## src/rtl/decode_stage.sv

```systemverilog
// riscv_pkg: shared opcode constants and the decoded-operation enums used
// between decode and execute.
//
// decode_stage: pipelined RV32/RV64 instruction decode. One instruction per
// cycle is decoded into control signals and a sign-extended immediate, then
// registered behind a valid/ready handshake with a 2-entry (main + skid)
// buffer so that ready_o comes straight from a flop.
//
// Ports:
//   clk_i, rst_i         clock, asynchronous active-high reset
//   flush_i              drop all held and incoming instructions
//   valid_i / ready_o    upstream handshake (ready_o registered)
//   instr_i, pc_i        instruction word and its PC
//   valid_o / ready_i    downstream handshake
//   pc_o                 PC of the decoded instruction
//   rs1/rs2/rd_addr_o    raw register index fields
//   alu_op_o, lsu_op_o, branch_op_o   operation selects
//   reg_write_o, alu_src_o, mem_write_o, mem_to_reg_o, is_jump_o, is_jalr_o
//   is_word_o            32-bit W-op, execute sign-extends result[31:0]
//   is_lui_o, is_auipc_o U-type selects
//   imm_o                sign-extended immediate
//   illegal_o            undecodable instruction

package riscv_pkg;

  localparam logic [6:0] OPC_LOAD     = 7'b0000011;
  localparam logic [6:0] OPC_MISC_MEM = 7'b0001111;
  localparam logic [6:0] OPC_OP_IMM   = 7'b0010011;
  localparam logic [6:0] OPC_AUIPC    = 7'b0010111;
  localparam logic [6:0] OPC_OP_IMM32 = 7'b0011011;
  localparam logic [6:0] OPC_STORE    = 7'b0100011;
  localparam logic [6:0] OPC_OP       = 7'b0110011;
  localparam logic [6:0] OPC_LUI      = 7'b0110111;
  localparam logic [6:0] OPC_OP_32    = 7'b0111011;
  localparam logic [6:0] OPC_BRANCH   = 7'b1100011;
  localparam logic [6:0] OPC_JALR     = 7'b1100111;
  localparam logic [6:0] OPC_JAL      = 7'b1101111;
  localparam logic [6:0] OPC_SYSTEM   = 7'b1110011;

  typedef enum logic [4:0] {
    ALU_ADD, ALU_SUB, ALU_SLL, ALU_SLT, ALU_SLTU, ALU_XOR, ALU_SRL, ALU_SRA,
    ALU_OR, ALU_AND, ALU_MUL, ALU_MULH, ALU_MULHSU, ALU_MULHU, ALU_DIV,
    ALU_DIVU, ALU_REM, ALU_REMU
  } alu_op_t;

  typedef enum logic [3:0] {
    LSU_NONE, LSU_LB, LSU_LH, LSU_LW, LSU_LD, LSU_LBU, LSU_LHU, LSU_LWU,
    LSU_SB, LSU_SH, LSU_SW, LSU_SD
  } lsu_op_t;

  typedef enum logic [2:0] {
    BRANCH_NONE, BRANCH_EQ, BRANCH_NE, BRANCH_LT, BRANCH_GE, BRANCH_LTU,
    BRANCH_GEU
  } branch_op_t;

endpackage

module decode_stage
  import riscv_pkg::*;
#(
  parameter int XLEN           = 64,
  parameter int ENABLE_M       = 1,
  parameter int ENABLE_ILLEGAL = 1
) (
  input  logic            clk_i,
  input  logic            rst_i,
  input  logic            flush_i,
  input  logic            valid_i,
  output logic            ready_o,
  input  logic [31:0]     instr_i,
  input  logic [XLEN-1:0] pc_i,
  output logic            valid_o,
  input  logic            ready_i,
  output logic [XLEN-1:0] pc_o,
  output logic [4:0]      rs1_addr_o,
  output logic [4:0]      rs2_addr_o,
  output logic [4:0]      rd_addr_o,
  output alu_op_t         alu_op_o,
  output lsu_op_t         lsu_op_o,
  output branch_op_t      branch_op_o,
  output logic            reg_write_o,
  output logic            alu_src_o,
  output logic            mem_write_o,
  output logic            mem_to_reg_o,
  output logic            is_jump_o,
  output logic            is_jalr_o,
  output logic            is_word_o,
  output logic            is_lui_o,
  output logic            is_auipc_o,
  output logic [XLEN-1:0] imm_o,
  output logic            illegal_o
);

  typedef struct packed {
    logic [XLEN-1:0] pc;
    logic [4:0]      rs1;
    logic [4:0]      rs2;
    logic [4:0]      rd;
    alu_op_t         alu_op;
    lsu_op_t         lsu_op;
    branch_op_t      branch_op;
    logic            reg_write;
    logic            alu_src;
    logic            mem_write;
    logic            mem_to_reg;
    logic            is_jump;
    logic            is_jalr;
    logic            is_word;
    logic            is_lui;
    logic            is_auipc;
    logic [XLEN-1:0] imm;
    logic            illegal;
  } dec_t;

  function automatic alu_op_t alu_base(input logic [2:0] f3, input logic alt);
    case (f3)
      3'b000:  return alt ? ALU_SUB : ALU_ADD;
      3'b001:  return ALU_SLL;
      3'b010:  return ALU_SLT;
      3'b011:  return ALU_SLTU;
      3'b100:  return ALU_XOR;
      3'b101:  return alt ? ALU_SRA : ALU_SRL;
      3'b110:  return ALU_OR;
      default: return ALU_AND;
    endcase
  endfunction

  function automatic alu_op_t alu_m(input logic [2:0] f3);
    case (f3)
      3'b000:  return ALU_MUL;
      3'b001:  return ALU_MULH;
      3'b010:  return ALU_MULHSU;
      3'b011:  return ALU_MULHU;
      3'b100:  return ALU_DIV;
      3'b101:  return ALU_DIVU;
      3'b110:  return ALU_REM;
      default: return ALU_REMU;
    endcase
  endfunction

  logic [6:0]  w_opcode;
  logic [2:0]  w_funct3;
  logic [6:0]  w_funct7;
  logic        w_rv64;
  logic        w_m_en;
  logic        w_shamt_hi;
  logic [63:0] w_imm_i;
  logic [63:0] w_imm_s;
  logic [63:0] w_imm_b;
  logic [63:0] w_imm_u;
  logic [63:0] w_imm_j;
  logic        w_ill;
  dec_t        w_dec;
  logic        w_in_fire;
  logic        w_out_fire;

  dec_t        r_main;
  dec_t        r_skid;
  logic        r_main_valid;
  logic        r_skid_valid;

  assign w_opcode = instr_i[6:0];
  assign w_funct3 = instr_i[14:12];
  assign w_funct7 = instr_i[31:25];
  assign w_rv64   = (XLEN == 64);
  assign w_m_en   = (ENABLE_M != 0);
  // On RV32 the shamt is only 5 bits, so instr[25] joins the must-be-zero field.
  assign w_shamt_hi = w_rv64 ? 1'b0 : instr_i[25];

  // Built at 64 bits and truncated to XLEN, so RV32 needs no special case.
  assign w_imm_i = {{52{instr_i[31]}}, instr_i[31:20]};
  assign w_imm_s = {{52{instr_i[31]}}, instr_i[31:25], instr_i[11:7]};
  assign w_imm_b = {{51{instr_i[31]}}, instr_i[31], instr_i[7], instr_i[30:25],
                    instr_i[11:8], 1'b0};
  assign w_imm_u = {{32{instr_i[31]}}, instr_i[31:12], 12'b0};
  assign w_imm_j = {{43{instr_i[31]}}, instr_i[31], instr_i[19:12], instr_i[20],
                    instr_i[30:21], 1'b0};

  always_comb begin
    w_ill         = 1'b0;
    w_dec         = '0;
    w_dec.pc      = pc_i;
    w_dec.rs1     = instr_i[19:15];
    w_dec.rs2     = instr_i[24:20];
    w_dec.rd      = instr_i[11:7];
    w_dec.alu_op    = ALU_ADD;
    w_dec.lsu_op    = LSU_NONE;
    w_dec.branch_op = BRANCH_NONE;
    case (w_opcode)
      OPC_LUI: begin
        w_dec.reg_write = 1'b1;
        w_dec.alu_src   = 1'b1;
        w_dec.is_lui    = 1'b1;
        w_dec.imm       = w_imm_u[XLEN-1:0];
      end
      OPC_AUIPC: begin
        w_dec.reg_write = 1'b1;
        w_dec.alu_src   = 1'b1;
        w_dec.is_auipc  = 1'b1;
        w_dec.imm       = w_imm_u[XLEN-1:0];
      end
      OPC_JAL: begin
        w_dec.reg_write = 1'b1;
        w_dec.is_jump   = 1'b1;
        w_dec.imm       = w_imm_j[XLEN-1:0];
      end
      OPC_JALR: begin
        w_dec.reg_write = 1'b1;
        w_dec.alu_src   = 1'b1;
        w_dec.is_jump   = 1'b1;
        w_dec.is_jalr   = 1'b1;
        w_dec.imm       = w_imm_i[XLEN-1:0];
      end
      OPC_BRANCH: begin
        w_dec.imm = w_imm_b[XLEN-1:0];
        case (w_funct3)
          3'b000:  w_dec.branch_op = BRANCH_EQ;
          3'b001:  w_dec.branch_op = BRANCH_NE;
          3'b100:  w_dec.branch_op = BRANCH_LT;
          3'b101:  w_dec.branch_op = BRANCH_GE;
          3'b110:  w_dec.branch_op = BRANCH_LTU;
          3'b111:  w_dec.branch_op = BRANCH_GEU;
          default: w_ill = 1'b1;
        endcase
      end
      OPC_LOAD: begin
        w_dec.reg_write  = 1'b1;
        w_dec.alu_src    = 1'b1;
        w_dec.mem_to_reg = 1'b1;
        w_dec.imm        = w_imm_i[XLEN-1:0];
        case (w_funct3)
          3'b000: w_dec.lsu_op = LSU_LB;
          3'b001: w_dec.lsu_op = LSU_LH;
          3'b010: w_dec.lsu_op = LSU_LW;
          3'b011: begin w_dec.lsu_op = LSU_LD;  w_ill = !w_rv64; end
          3'b100: w_dec.lsu_op = LSU_LBU;
          3'b101: w_dec.lsu_op = LSU_LHU;
          3'b110: begin w_dec.lsu_op = LSU_LWU; w_ill = !w_rv64; end
          default: w_ill = 1'b1;
        endcase
      end
      OPC_STORE: begin
        w_dec.alu_src   = 1'b1;
        w_dec.mem_write = 1'b1;
        w_dec.imm       = w_imm_s[XLEN-1:0];
        case (w_funct3)
          3'b000: w_dec.lsu_op = LSU_SB;
          3'b001: w_dec.lsu_op = LSU_SH;
          3'b010: w_dec.lsu_op = LSU_SW;
          3'b011: begin w_dec.lsu_op = LSU_SD; w_ill = !w_rv64; end
          default: w_ill = 1'b1;
        endcase
      end
      OPC_OP_IMM: begin
        w_dec.reg_write = 1'b1;
        w_dec.alu_src   = 1'b1;
        w_dec.imm       = w_imm_i[XLEN-1:0];
        w_dec.alu_op    = alu_base(w_funct3, (w_funct3 == 3'b101) && instr_i[30]);
        if (w_funct3 == 3'b001)
          w_ill = (instr_i[31:26] != 6'b0) || w_shamt_hi;
        else if (w_funct3 == 3'b101)
          w_ill = instr_i[31] || (instr_i[29:26] != 4'b0) || w_shamt_hi;
      end
      OPC_OP_IMM32: begin
        w_dec.reg_write = 1'b1;
        w_dec.alu_src   = 1'b1;
        w_dec.is_word   = 1'b1;
        w_dec.imm       = w_imm_i[XLEN-1:0];
        w_dec.alu_op    = alu_base(w_funct3, (w_funct3 == 3'b101) && instr_i[30]);
        case (w_funct3)
          3'b000:  w_ill = 1'b0;
          3'b001:  w_ill = (w_funct7 != 7'b0);
          3'b101:  w_ill = instr_i[31] || (instr_i[29:25] != 5'b0);
          default: w_ill = 1'b1;
        endcase
        if (!w_rv64) w_ill = 1'b1;
      end
      OPC_OP: begin
        w_dec.reg_write = 1'b1;
        if (w_funct7 == 7'b0000001) begin
          w_dec.alu_op = alu_m(w_funct3);
          w_ill        = !w_m_en;
        end else if (w_funct7 == 7'b0000000) begin
          w_dec.alu_op = alu_base(w_funct3, 1'b0);
        end else if (w_funct7 == 7'b0100000 &&
                     (w_funct3 == 3'b000 || w_funct3 == 3'b101)) begin
          w_dec.alu_op = alu_base(w_funct3, 1'b1);
        end else begin
          w_ill = 1'b1;
        end
      end
      OPC_OP_32: begin
        w_dec.reg_write = 1'b1;
        w_dec.is_word   = 1'b1;
        if (w_funct7 == 7'b0000001) begin
          w_dec.alu_op = alu_m(w_funct3);
          // Only MULW and the four divide/remainder ops have W forms.
          w_ill = !w_m_en || (w_funct3 inside {3'b001, 3'b010, 3'b011});
        end else if (w_funct7 == 7'b0000000 &&
                     (w_funct3 inside {3'b000, 3'b001, 3'b101})) begin
          w_dec.alu_op = alu_base(w_funct3, 1'b0);
        end else if (w_funct7 == 7'b0100000 &&
                     (w_funct3 inside {3'b000, 3'b101})) begin
          w_dec.alu_op = alu_base(w_funct3, 1'b1);
        end else begin
          w_ill = 1'b1;
        end
        if (!w_rv64) w_ill = 1'b1;
      end
      OPC_MISC_MEM, OPC_SYSTEM: begin
        // Fences and system ops carry no datapath work in this stage.
      end
      default: w_ill = 1'b1;
    endcase

    // An illegal instruction travels down the pipe as a NOP with its fields
    // intact so the trap logic can still report PC, registers and immediate.
    if (w_ill) begin
      w_dec.alu_op     = ALU_ADD;
      w_dec.lsu_op     = LSU_NONE;
      w_dec.branch_op  = BRANCH_NONE;
      w_dec.reg_write  = 1'b0;
      w_dec.alu_src    = 1'b0;
      w_dec.mem_write  = 1'b0;
      w_dec.mem_to_reg = 1'b0;
      w_dec.is_jump    = 1'b0;
      w_dec.is_jalr    = 1'b0;
      w_dec.is_word    = 1'b0;
      w_dec.is_lui     = 1'b0;
      w_dec.is_auipc   = 1'b0;
    end
    w_dec.illegal = (ENABLE_ILLEGAL != 0) && w_ill;
  end

  assign ready_o    = !r_skid_valid;
  assign w_in_fire  = valid_i && ready_o;
  assign w_out_fire = r_main_valid && ready_i;

  // Main drains into execute; skid only fills while main is stalled, and it
  // empties back into main before any new input is accepted, keeping FIFO order.
  always_ff @(posedge clk_i or posedge rst_i) begin
    if (rst_i) begin
      r_main_valid <= 1'b0;
      r_skid_valid <= 1'b0;
      r_main       <= '0;
      r_skid       <= '0;
    end else if (flush_i) begin
      r_main_valid <= 1'b0;
      r_skid_valid <= 1'b0;
    end else if (!r_main_valid || w_out_fire) begin
      if (r_skid_valid) begin
        r_main       <= r_skid;
        r_main_valid <= 1'b1;
        r_skid_valid <= 1'b0;
      end else begin
        r_main_valid <= w_in_fire;
        if (w_in_fire) r_main <= w_dec;
      end
    end else if (w_in_fire) begin
      r_skid       <= w_dec;
      r_skid_valid <= 1'b1;
    end
  end

  assign valid_o      = r_main_valid;
  assign pc_o         = r_main.pc;
  assign rs1_addr_o   = r_main.rs1;
  assign rs2_addr_o   = r_main.rs2;
  assign rd_addr_o    = r_main.rd;
  assign alu_op_o     = r_main.alu_op;
  assign lsu_op_o     = r_main.lsu_op;
  assign branch_op_o  = r_main.branch_op;
  assign reg_write_o  = r_main.reg_write;
  assign alu_src_o    = r_main.alu_src;
  assign mem_write_o  = r_main.mem_write;
  assign mem_to_reg_o = r_main.mem_to_reg;
  assign is_jump_o    = r_main.is_jump;
  assign is_jalr_o    = r_main.is_jalr;
  assign is_word_o    = r_main.is_word;
  assign is_lui_o     = r_main.is_lui;
  assign is_auipc_o   = r_main.is_auipc;
  assign imm_o        = r_main.imm;
  assign illegal_o    = r_main.illegal;

endmodule

```

## config.mk

```make
export PLATFORM = sky130hd
export DESIGN_NAME = decode_stage
export DESIGN_NICKNAME = d
export VERILOG_FILES = /design/src/rtl/decode_stage.sv
export SDC_FILE = /design/constraint.sdc
export NUM_CORES = 1
export LEC_CHECK = 0
export CELL_PAD_IN_SITES_DETAIL_PLACEMENT = 1
export CELL_PAD_IN_SITES_GLOBAL_PLACEMENT = 2
export CORE_AREA = 5 5 195 197
export DETAILED_ROUTE_END_ITERATION = 8
export DIE_AREA = 0 0 200 202
export PLACE_DENSITY = 0.87
export SYNTH_ARGS = -nofsm -noshare
export SYNTH_HDL_FRONTEND = slang
export SYNTH_SLANG_ARGS = --single-unit
```

## constraint.sdc

```tcl
create_clock -name clk_i -period 21.2 [get_ports clk_i]
set_input_delay 6.36 -clock clk_i [delete_from_list [all_inputs] [get_ports clk_i]]
set_output_delay 6.36 -clock clk_i [all_outputs]
set_load 0.02 [all_outputs]
```

-- Word-level counts from Yosys, hierarchy flattened
Index checks and enable logic that the tools add are counted.
- memories: 0
- memory bits (writable): 0
- input port bits: 101
- bits in read-only memories: 0
- flip-flop bits (word level): 332
- word-level logic and storage cells: 149
- output and inout port bits: 167
- bits in latches: 0
- muxes and demuxes: 50
- shifts and indexed selects: 0
- div/mod/pow operators: 0
- add/subtract/negate cells: 0
- multipliers: 0
- eq/ne operators: 22
- reduce and logical (&&, ||, !) cells: 37
- $lt $le $gt $ge: 0
- bitwise operators: 2
- operator list (cell ; count):
    $mux W165 ; 2
    $pmux W64 S5 ; 1
    $pmux W4 S7 ; 3
    $eq A7 B6 Y1 const B ; 5
    $pmux W5 S7 ; 1
    $eq A7 B7 Y1 const B ; 4
    $mux W1 ; 28
    $eq A7 B5 Y1 const B ; 3
    $mux W21 ; 1
    $pmux W3 S7 ; 1
    $pmux W3 S6 ; 1
    $pmux W4 S4 ; 1
    $mux W5 ; 3
    $pmux W5 S3 ; 1
    $reduce_or A7 Y1 ; 2
    $eq A3 B3 Y1 const B ; 4
    $mux W4 ; 3
    $reduce_or A6 Y1 ; 2
    $reduce_bool A3 Y1 ; 3
    $reduce_or A9 Y1 ; 1
    $pmux W1 S8 ; 1
    $pmux W4 S2 ; 1
    $reduce_or A2 Y1 ; 4
    $reduce_or A4 Y1 ; 2
    other kinds (19) ; 33

-- Depth between registers and ports, before layout
Gate-level depths: netlist of run 1.
- depth in word-level cells: 10
- depth in mapped cells: 11
- mapped depth without buffers: 8

-- Worst setup path after synthesis of run 1
No wires, ideal clock.
- path type: input to register
- start: input instr_i[14]
- end: register r_main (netlist bit illegal_o)
- data arrival time: 8.647 ns
- buffers on the path: 3
- setup time: 0.083 ns
- slack: 12.470 ns
- cell stages on the path: 11
- required time: 21.117 ns
- path through: clkbuf_1 clkbuf_1 inv_1 ha_1 nor2b_1 o31a_1 o211a_1 o211ai_4 clkbuf_1 nor2_1 o21ai_0
- cells in the longest elaborated chain, start to end: 9
- elaborated cells between the ends (all ways): 33
- classes of those cells: eq/ne: 7; mux: 15; reduce/logical: 11
- ends and longest elaborated chain (element ; line ; source):
    from (decl) ; 70 ; input logic [31:0] instr_i,
    $eq A3 B3 Y1 / $logic_not A3 Y1 (equally long branches) ; n/a ;
    $reduce_bool A2 Y1 / $logic_or A1 B1 Y1 (equally long branches) ; 303, 286 ;
    $logic_and A1 B1 Y1 (on tied branches) ; 302, 285 ;
    $mux W1 (on tied branches) ; 302, 285 ;
    $mux W1 (on tied branches) ; 299, 283 ;
    $mux W1 (on tied branches) ; 295, 280 ;
    $pmux W1 S8 * ; 189 ; case (w_opcode)
    $mux W165 * ; 357 ; if (w_in_fire) r_main <= w_dec;
    $mux W165 * ; 351 ; if (r_skid_valid) begin
    to (signal assigned) ; 352 ; r_main <= r_skid;
    to (signal assigned) ; 357 ;
    to (decl) ; 157 ; dec_t r_main;
Mark *: on every way between the ends. The rest lies on a longest branch, timed or not. The select of a mux whose other input is x is not followed.
A chain may end at the register's enable or synchronous reset.

-- Final worst setup path of run 1
- start: input ready_i
- end: register r_skid[151] (netlist bit)
- cells in the longest elaborated chain, start to end: 4
- ends and longest elaborated chain (element ; line ; source):
    from (decl) ; 73 ; input logic ready_i,
    $logic_and A1 B1 Y1 ; 337 ; assign w_out_fire = r_main_valid && ready_i;
    $logic_or A1 B1 Y1 ; 350 ; end else if (!r_main_valid || w_out_fire) begin
    $not A1 Y1 (no source line) ; n/a ;
    $reduce_and A3 Y1 (no source line) ; n/a ;
    to (signal assigned) ; 360 ; r_skid <= w_dec;
    to (decl) ; 158 ; dec_t r_skid;
No other way between the ends.

==> impl_metrics.tcl, run 1 <==
set metrics [dict create \
    cts_inserted_buffers 31 \
    syn_to_final_growth_pct 31.3 \
    num_rows 70 \
    insertedDiodeCount 0 \
    drive_gt1_share_pct 12.8 \
    via_count 9485 \
    r2r_cells 5 \
    setup_violations 0 \
    syn_area_um2 12500 \
    finalCoreUtilization_pct 45.3 \
    die_h_um 202 \
    seq_area_frac_synth_pct 53.9 \
    maxSlewViolCount 0 \
    dp_hpwl_um 24900 \
    endpoint "r_skid[151]$_DFFE_PP0P_" \
    synthArstFlopShare_pct 100 \
    outcome "finished clean" \
    grt_use_total_pct 17.8 \
    crit_type "in2reg" \
    post_cts_buffers 0 \
    post_cts_resized 0 \
    drt_iter0_markers 415 \
    worst_path_most_repeated_cell "buf_4" \
    grt_pass1_wl_um 58100 \
    slowest_stage "buf_4" \
    preCtsSetupSlack_ps 11570 \
    ioPinCount 268 \
    slew_headroom_pct 24.1 \
    startpoint_type "input port" \
    ctsHoldBuffers 0 \
    final-hold-violation-count 0 \
    cts_tree "yes" \
    antenna_found_initial 0 \
    syn-num-nets 1293 \
    drcViolationCount 0 \
    max_cap_violations 0 \
    max_freq_ghz 0.110 \
    fin_ws_ps 12110 \
    nFillCells 3957 \
    wl_per_cell_um 19.7 \
    grt_overflow_total 0 \
    ir_worst_vdd_mv 0.0597 \
    critPathCaptureType "flip-flop" \
    synth_area_per_cell_um2 10.5 \
    layout_common_cells "dfrtp_1, clkdlybuf4s50_1, nand2_1" \
    setup_tns_ps 0 \
    leakage_nw 6.79 \
    clockBufferDepth 3 \
    vias_per_cell 5.09 \
    timing.final.crit_period_ps 9090 \
    worst_pin_slew_ps 1140 \
    r2r-start "r_skid_valid$_DFFE_PP0P_" \
    critPathMaxFanout 100 \
    min_period_over_period_pct 42.9 \
    fin_nets 1478 \
    cp_cell_sequence "clkdlybuf4s50_1 > nand2b_1 > nor2_1 > nand3_4 > buf_4 > buf_4 > mux2_2" \
    r2r_setup_slack_ps 17260 \
    min_path_type "reg2reg" \
    dr.pass1.iters 7 \
    die_area_um2 40400 \
    powerDensity_nw_per_um2 91.0 \
    r2r-end "r_skid[151]$_DFFE_PP0P_" \
    die-width_um 200 \
    cts-root-buf "clkbuf_16" \
    skew_ps 24.9 \
    portBuffers 267 \
    ys_types 61 \
    arrival_ps 9520 \
    grt_pass1_vias 10100 \
    worstSkewPairLatency_ps 570 \
    clkTransAtPathRegs_ps 60 \
    synth_seq_cells 268 \
    ant_nets 0 \
    rsz0062_at_grt "no" \
    wl_um 36700 \
    yosysTopAreaCell "dfrtp_1" \
    critPathRequiredTime_ps 21630 \
    syn_inst 1186 \
    core_um2 36100 \
    crit_family "buffers and inverters" \
    setup.worst_path.start "ready_i" \
    yosysWarnings 0 \
    grt_max_degree 156 \
    yosysTopAreaCellShare_pct 53.9 \
    cts.sinks 268 \
    slowest_delay_ps 890 \
    gp_congestion 0.875 \
    initial_core_util_pct 34.5 \
    htreeDepth 1 \
    synth_flop_cell "dfrtp_1" \
    crit_buf_inv 3 \
    crit_cells 7 \
    synth.area.top_cells "dfrtp_1, mux2_2, o21ai_0, mux2i_1, nand2_1" \
    synth_edf_count 0 \
]
[cell families (layout without fill, tap and decap cells)]
kind of cell | count (synthesis) | after routing | synth area share, %
compound gates | 293 | 293 | 13.8
xor+xnor | 3 | 3 | 0.211
fa+ha+maj | 6 | 6 | 0.603
buf+inv | 131 | 340 | 4.92
flops | 268 | 268 | 53.9
mux | 184 | 184 | 15.8
simple gates | 301 | 301 | 10.8
[cells in the mapped netlist, types with 8 or more instances]
cell type / number
dfrtp_1: 268
buf_1: 11
a21oi_1: 47
nor2_1: 34
nor2b_1: 9
inv_1: 8
buf_4: 32
o21a_1: 11
nor3_1: 8
clkbuf_1: 78
and3_1: 12
mux2i_1: 81
o211ai_1: 9
mux2_2: 103
a22oi_1: 9
o21ai_0: 170
nand2_1: 192
[layout make-up]
cell class,count,area (um2),area share [%]
clock inverter,14,229,1.40
inverter,9,41.3,0.253
multi-input combinational,787,5160,31.5
clock buffer,43,891,5.45
sequential,268,6710,41.0
timing repair buffer,274,2740,16.7
tap,468,586,3.58
[power by group]
| part | leakage, nW | switching, W | total [W] | internal, W |
|---|---|---|---|---|
| clock | 0.547 | 0.000218 | 0.000583 | 0.000365 |
| sequential | 3.44 | 0.0000404 | 0.000624 | 0.000584 |
| combinational | 2.80 | 0.000144 | 0.000281 | 0.000137 |
| total | 6.79 | 0.000402 | 0.00149 | 0.00109 |
[metal layers]
metal / GRT usage (%) / share of wire (%)
met1: 24.8 / 45
met5: 0 / 0
met4: 4.27 / 1.8
met3: 3.87 / 7.0
met2: 28.4 / 46
[flip-flops by register name, summed over array words and instances (netlist names), 3 cells and up]
register / cells
alu_op_o: 5
branch_op_o: 3
imm_o: 32
lsu_op_o: 4
pc_o: 64
r_skid: 133
rd_addr_o: 5
rs1_addr_o: 5
rs2_addr_o: 5
[metrics by stage]
step	total power [W]	instance area (um2)	hold slack (ps)	instances
3_5_place_dp	0.000919	15200	462	1806
6_report	0.00149	16400	473	1863
3_3_place_gp	0.000907	15200	454	1806
5_1_grt	0.00156	16400	499	1863
2_1_floorplan	0.000788	12500	441	1186
4_1_cts	0.00151	16400	475	1863
[worst min-delay path by stage]
stage | from | end | cells past startpoint
after floorplan | r_skid[70]$_DFFE_PP0P_ | r_skid[70]$_DFFE_PP0P_ | 2
after global placement | r_skid[84]$_DFFE_PP0P_ | r_skid[84]$_DFFE_PP0P_ | 2
after detailed placement | r_skid[83]$_DFFE_PP0P_ | r_skid[83]$_DFFE_PP0P_ | 2
after CTS | r_skid[83]$_DFFE_PP0P_ | r_skid[83]$_DFFE_PP0P_ | 2
after global routing | r_skid[73]$_DFFE_PP0P_ | r_skid[73]$_DFFE_PP0P_ | 2
final | r_skid[84]$_DFFE_PP0P_ | r_skid[84]$_DFFE_PP0P_ | 2
[tightest hold or removal path, stage by stage (launching register included)]
cell and delay [ps]:
dfrtp_1 330, nand2_1 40, o21ai_0 60
Note: power is estimated with default switching activity, not from simulation.
==> run 2: changes to the inputs <==
CORE_AREA = 5 5 204 206   (was 5 5 195 197)
DIE_AREA = 0 0 209 211   (was 0 0 200 202)
PLACE_DENSITY = 0.81   (was 0.87)
clock period = 9.1 ns   (was 21.2 ns; I/O delays follow)
==> impl_metrics.tcl, run 2 (synthesized netlist as in run 1, its figures left out) <==
set metrics [dict create \
    clockBufferDepth 3 \
    fin_ws_ps 3580 \
    drcViolationCount 0 \
    die_area_um2 44100 \
    arrival_ps 5980 \
    outcome "finished clean" \
    final-hold-violation-count 0 \
    cts_inserted_buffers 31 \
    grt_pass1_wl_um 59500 \
    dp_hpwl_um 25700 \
    critPathRequiredTime_ps 9560 \
    htreeDepth 1 \
    die_h_um 211 \
    finalCoreUtilization_pct 41.5 \
    layout_common_cells "dfrtp_1, clkdlybuf4s50_1, nand2_1" \
    core_um2 39500 \
    grt_use_total_pct 16.6 \
    largest_register_ff_count 133 \
    min_period_over_period_pct 60.7 \
    largest-register "r_skid" \
    num_rows 73 \
    finalNonFillerCells 1920 \
    setup.worst_path.start "instr_i[14]" \
    die-width_um 209 \
    maxSlewViolCount 0 \
    preCtsSetupSlack_ps 2990 \
    crit_type "in2reg" \
    cts_tree "yes" \
    cts-root-buf "clkbuf_16" \
    placed_cells 1864 \
    ctsHoldBuffers 0 \
    ant_nets 0 \
    fin_area_um2 16400 \
    hold_path.startpoint "pc_o[40]$_DFFE_PP0P_" \
    via_count 9533 \
    slew_headroom_pct 25.5 \
    worst_pin_slew_ps 1120 \
    worstSkewPairLatency_ps 570 \
    cts.sinks 268 \
    clkTransAtPathRegs_ps 60 \
    portBuffers 267 \
    powerDensity_nw_per_um2 208 \
    post_cts_resized 0 \
    syn_to_final_growth_pct 31.4 \
    grt_max_degree 149 \
    wl_um 37600 \
    max_freq_ghz 0.181 \
    setup_violations 0 \
    critPathCaptureType "flip-flop" \
    setup_tns_ps 0 \
    grt_overflow_total 0 \
    nFillCells 4324 \
    place_area_um2 15300 \
    drt_iter0_markers 488 \
    post_cts_buffers 0 \
    grt_pass1_vias 10100 \
    ir_worst_vdd_mv 0.153 \
    skew_ps 12.5 \
    ioPinCount 268 \
    wl_per_cell_um 19.6 \
    vias_per_cell 4.97 \
    startpoint_type "input port" \
    leakage_nw 6.76 \
    timing.final.crit_period_ps 5520 \
    drive_gt1_share_pct 12.5 \
    gp_congestion 0.812 \
    min_path_type "reg2reg" \
    r2r-start "r_skid_valid$_DFFE_PP0P_" \
    antenna_found_initial 3 \
    rsz0062_at_grt "no" \
    initial_core_util_pct 31.6 \
    critPathMaxFanout 20 \
    dr.pass1.iters 4 \
    max_cap_violations 0 \
    fin_nets 1479 \
]
-- run 2: cell count changes in the layout (fill, tap and decap cells not counted), sizes merged --
cell | before | now
bufinv | 6 | 4
clkbuf | 43 | 44
diode | 0 | 1
clkinvlp | 2 | 1
inv | 9 | 8
clkinv | 6 | 7
buf | 7 | 8
-- run 2: layout make-up --
| type | count | area (um2) | area share [%] |
|---|---|---|---|
| multi-input cells | 787 | 5160 | 31.5 |
| clock inverters | 11 | 163 | 0.994 |
| flip-flops and latches | 268 | 6710 | 41.0 |
| well taps | 525 | 657 | 4.02 |
| clock buffers | 44 | 875 | 5.35 |
| inverters | 9 | 37.5 | 0.229 |
| diodes | 1 | 2.50 | 0.0153 |
| repair buffers | 275 | 2760 | 16.9 |
-- run 2: per-layer routing --
metal | part of all wire, % | global-route usage, % | up-vias
li1 | - | - | 4498
met4 | 2.3 | 4.10 | 4
met3 | 5.9 | 4.16 | 52
met5 | 0.072 | 0 | -
met2 | 45 | 26.4 | 217
met1 | 47 | 23.1 | 4762
-- run 2: worst max-delay path, stage by stage --
cell             delay, ps
clkdlybuf4s50_1        980
inv_1                  290
ha_1                   370
nor2b_1                170
o31a_1                 330
o211a_1                270
o211ai_4               470
nor4_1                 160
a21o_1                 190
-- run 2: power breakdown --
group          switching (W)  internal [W]  total, W
logic               0.000336      0.000321  0.000657
registers          0.0000946       0.00136   0.00145
clock network       0.000506      0.000776   0.00128
-- run 2: final timing paths --
| path | slack [ps] | depth (start not counted) | end |
|---|---|---|---|
| max | 3580 | 9 | r_skid[80]$_DFFE_PP0P_ |
| min | 470 | 2 | pc_o[40]$_DFFE_PP0P_ |
| max reg2reg | 5830 | 4 | imm_o[2]$_DFFE_PP0P_ |
| min reg2reg | 470 | 2 | pc_o[40]$_DFFE_PP0P_ |
| max in group asynchronous | 5060 | 4 | r_skid_valid$_DFFE_PP0P_ |
| min in group asynchronous | 2660 | 3 | r_skid[113]$_DFFE_PP0P_ |
-- run 2: per-stage QoR --
stage / power (W) / hold WS [ps]
floorplan: 0.00184 / 441
global placement: 0.00212 / 454
detailed placement: 0.00214 / 462
CTS: 0.00345 / 476
global route: 0.00356 / 489
finish: 0.00339 / 473
